--- src/rtl/reg_file.sv ---
// 32 x 32-bit MIPS register file: two combinational read ports, one clocked write port.
// Optional same-cycle write-to-read bypass when REGFILE_BYPASS_EN is defined.
module reg_file #(
    parameter logic [31:0] GP_INIT = 32'h0000_1800,
    parameter logic [31:0] SP_INIT = 32'h0000_3FFC
) (
    input  logic        Clk,
    input  logic        Reset,
    input  logic        RegWrite,
    input  logic [4:0]  ReadReg1,
    input  logic [4:0]  ReadReg2,
    input  logic [4:0]  WriteReg,
    input  logic [31:0] WriteData,
    output logic [31:0] ReadData1,
    output logic [31:0] ReadData2
);

    logic [31:0] regs [0:31];
    logic        wr_en;
    logic [31:0] stored1;
    logic [31:0] stored2;

    // $0 is never written, so its entry keeps the reset value of zero.
    assign wr_en = RegWrite && (WriteReg != 5'd0);

    always_ff @(posedge Clk or posedge Reset) begin
        if (Reset) begin
            for (int i = 0; i < 32; i++) begin
                regs[i] <= '0;
            end
            regs[28] <= GP_INIT;
            regs[29] <= SP_INIT;
        end else if (wr_en) begin
            regs[WriteReg] <= WriteData;
        end
    end

    always_comb begin
        stored1 = '0;
        stored2 = '0;
        if (ReadReg1 != 5'd0) begin
            stored1 = regs[ReadReg1];
        end
        if (ReadReg2 != 5'd0) begin
            stored2 = regs[ReadReg2];
        end
    end

`ifdef REGFILE_BYPASS_EN
    // Writeback value forwarded to decode in the same cycle; suppressed while in reset.
    logic byp1;
    logic byp2;

    assign byp1 = wr_en && !Reset && (WriteReg == ReadReg1);
    assign byp2 = wr_en && !Reset && (WriteReg == ReadReg2);

    assign ReadData1 = byp1 ? WriteData : stored1;
    assign ReadData2 = byp2 ? WriteData : stored2;
`else
    assign ReadData1 = stored1;
    assign ReadData2 = stored2;
`endif

endmodule

--- config.mk ---
export PLATFORM = sky130hd
export DESIGN_NAME = reg_file
export DESIGN_NICKNAME = d
export VERILOG_FILES = /design/src/rtl/reg_file.sv
export SDC_FILE = /design/constraint.sdc
export NUM_CORES = 2
export LEC_CHECK = 0
export CORE_ASPECT_RATIO = 0.75
export CORE_MARGIN = 10
export CORE_UTILIZATION = 59
export CTS_BUF_LIST = sky130_fd_sc_hd__clkbuf_8
export DETAILED_ROUTE_END_ITERATION = 10
export MAX_ROUTING_LAYER = met4
export PLACE_DENSITY = 0.84
export SYNTH_ARGS = -nofsm -noshare
export SYNTH_HDL_FRONTEND = slang
export SYNTH_SLANG_ARGS = --single-unit
--- constraint.sdc ---
create_clock -name Clk -period 34.6 [get_ports Clk]
set_input_delay 5.19 -clock Clk [delete_from_list [all_inputs] [get_ports Clk]]
set_output_delay 5.19 -clock Clk [all_outputs]
set_load 0.02 [all_outputs]
==> summary.md <==
| Metric | Value |
|---|---|
| CP max FO | 99 |
| Min-Delay Path Class | flop to flop |
| GR Overflow Total | 0 |
| Area share of the largest cell type after synthesis | 46.1% |
| Hold Crit Start | regs[1001] |
| 1st-iter DRT viols | 5221 |
| Sink Count | 1024 |
| Max frequency | 65.8 MHz |
| Cell count after synthesis | 3614 |
| Worst-Margin Slew | 1380 ps |
| Fraction of layout cells with a size suffix above 1 | 50.3% |
| Critical Path AT | 10000 ps |
| Clock transition at the registers of the reported paths | 60 ps |
| Biggest regs | regs: 1024 flops |
| Worst IR drop on VDD | 44.4 µV |
| Unrepaired setup endpoints after global routing | false |
| Clock latency on the worst-skew pair | 860 ps |
| Distinct cells, synth | 41 |
| Routed Antenna Nets | 0 |
| Worst Setup End Kind | output pin |
| Reg area | 25600 µm² |
| Post-CTS sizing | 0 |
| Post-synth ARST share | 100% |
| Worst setup margin | 19410 ps |
| RePlAce Congestion | 0.864 |
| Worst slew margin | 7.44% |
| Syn-to-layout area delta | 7.93% |
| DRT Pass-1 Iters | 7 |
| Detailed placer's ending HPWL | 92800 µm |
| Fillers | 6365 |
| Clock Skews | 0 ps |
| Drt drc | 0 |
| Rows | 96 |
| Minimum clock period | 15190 ps |
| Post-CTS Setup Inserts | 0 |
| WL/cell | 33.8 µm |
| Die height | 284 µm |
| Syn Area/Cell | 15.2 µm² |
| Level count of the clock H-tree | 4 |
| CTS Hold Buffers Added | 0 |
| Top-count cell post-synth | mux2_2 |
| PortBufs | 113 |
| WP data required | 29410 ps |
| Areal power density over the cells | 56.7 nW/µm² |
| Top cells by area, synth | dfrtp_1, mux2_2, mux4_2, mux2i_1, buf_2 |
| Area occupied by multi-input gates | 27000 µm² |
| Leading area contributor after synthesis | dfrtp_1 |
| MaxCap Viol Count | 0 |
| EDFF count, synth | 0 |
| Post-synth top flop | dfrtp_1 |
| GRT Overall Usage | 32.0% |
| Post-synth top cells | mux2_2, dfrtp_1, mux4_2, clkbuf_1, buf_2 |
| Number of I/O pins | 114 |
| Endpoints failing hold | 0 |
| R2r endpoint | regs[96] |
| Max clock buf depth | 3 |
| Worst Hold Depth | 0 |
| Vias/cell | 7.41 |
| Slew Limit Fails | 0 |
| Die area | 106000 µm² |
| Total power | 3350 µW |
| Setup WS pre-CTS | 19310 ps |
| Vias | 36300 |
| Register area share after synthesis | 46.8% |
| Outcome | finished, final reports clean |
| Crit path kind | input pin to output pin |
| Top reg by flops | regs |
| Post-Syn Nets | 3664 |
| Routed wire length | 165000 µm |
| Yosys reg bits | 1024 |
| Post-synthesis cell area | 54800 µm² |
| Pleak | 0.0253 µW |
| Final period util | 43.9% |
| R2r setup slk | 33770 ps |
| Final setup fails | 0 |
| Largest register FFs | 1024 |
| Horiz. Die Dim | 372 µm |
| Final nets | 3584 |
| Placed cells | 4605 |
| CTS buffer count | 152 |
| Initial antenna violation count | 12 |
| Initial core utilization | 59.7% |
| Synth warnings | 0 |
| Clock Tree Root | clkbuf_8 |
| Core area | 91800 µm² |
| WHS Endpoint | regs[1001] |
| Pin count of the biggest net entering global routing | 179 |
| Total Neg Setup Slack | 0 ps |
| Vias in the first global route | 37000 |
| TritonCTS clock tree | done |
| Final cell count without fillers | 4894 |
| CP startpoint kind | input pin |
| Launching point of the worst reg2reg path | regs[96] |
| First-pass GRT wire length | 245000 µm |
| R2R cell count | 1 |
## layout by cell type, fill, tap and decap left out, types with 7 or more instances in the layout
master              n
a211oi_1           64
a221oi_1           44
a22oi_1            64
a311oi_1           63
buf_4              72
clkbuf_8          201
clkdlybuf4s50_1   103
clkinv_2           16
clkinvlp_4          7
dfrtp_1          1010
dfstp_2            14
diode_2            11
inv_1              51
mux2_1             43
mux2_2           1013
mux2i_1           128
mux4_2            448
nand2_1            37
nand2_2            15
nor2_4             18
nor2b_1            64
o2111ai_1          18
o21ai_0             7
o21ai_1           103
## critical path, stage by stage
cell,delay (ps)
buf_8,550
buf_4,770
buf_4,880
mux2i_1,240
a221oi_1,330
o21ai_1,110
a311oi_1,970
clkdlybuf4s50_1,780
## worst max path at each step
stage / from / end / slack, ps / cells past startpoint
after CTS: ReadReg1[2] / ReadData1[31] / 19290 / 8
after floorplan: Reset / regs[0] / 620 / 1
after global routing: ReadReg2[1] / ReadData2[20] / 19270 / 8
final: ReadReg1[2] / ReadData1[0] / 19410 / 8
after detailed placement: ReadReg1[2] / ReadData1[31] / 19310 / 8
after global placement: ReadReg1[2] / ReadData1[31] / 19340 / 8
## where the power goes
group / switching [µW] / internal (µW)
clock: 497 / 535
sequential: 176 / 1430
combinational: 294 / 422
## layer usage
metal / vias up / wire length, µm / global-route usage, %
li1: 13900 / - / -
met1: 19200 / 64500 / 43.7
met4: 0 / 6250 / 12.4
met5: - / 0 / -
met2: 2652 / 70800 / 43.0
met3: 472 / 23800 / 12.2
## per-stage QoR
stage                     hold slack, ps  cell area, µm²  utilization, %
after floorplan                      441           54800               -
after global placement               378           55900            61.0
after detailed placement             384           55900            61.0
after CTS                            397           59100            64.4
after global routing                 408           59100            64.4
final                                395           59100            64.4
## cell families after synthesis
group                  Yosys count  synth area share [%]
DFF                           1024                  46.8
and+or+nand+nor                166                  1.65
muxes                         1632                  42.5
buffers and inverters          426                  4.26
AOI/OAI and AO/OA              366                  4.83
## layout make-up
type | count | share of cell area [%]
clock inverter | 77 | 0.671
timing repair buffer | 189 | 2.97
tap | 1225 | 2.59
multi-input combinational | 2164 | 45.6
antenna | 11 | 0.0465
clock buffer | 201 | 4.68
sequential | 1024 | 43.4
inverter | 3 | 0.0381
No activity file was read; power rests on OpenSTA's default activity.
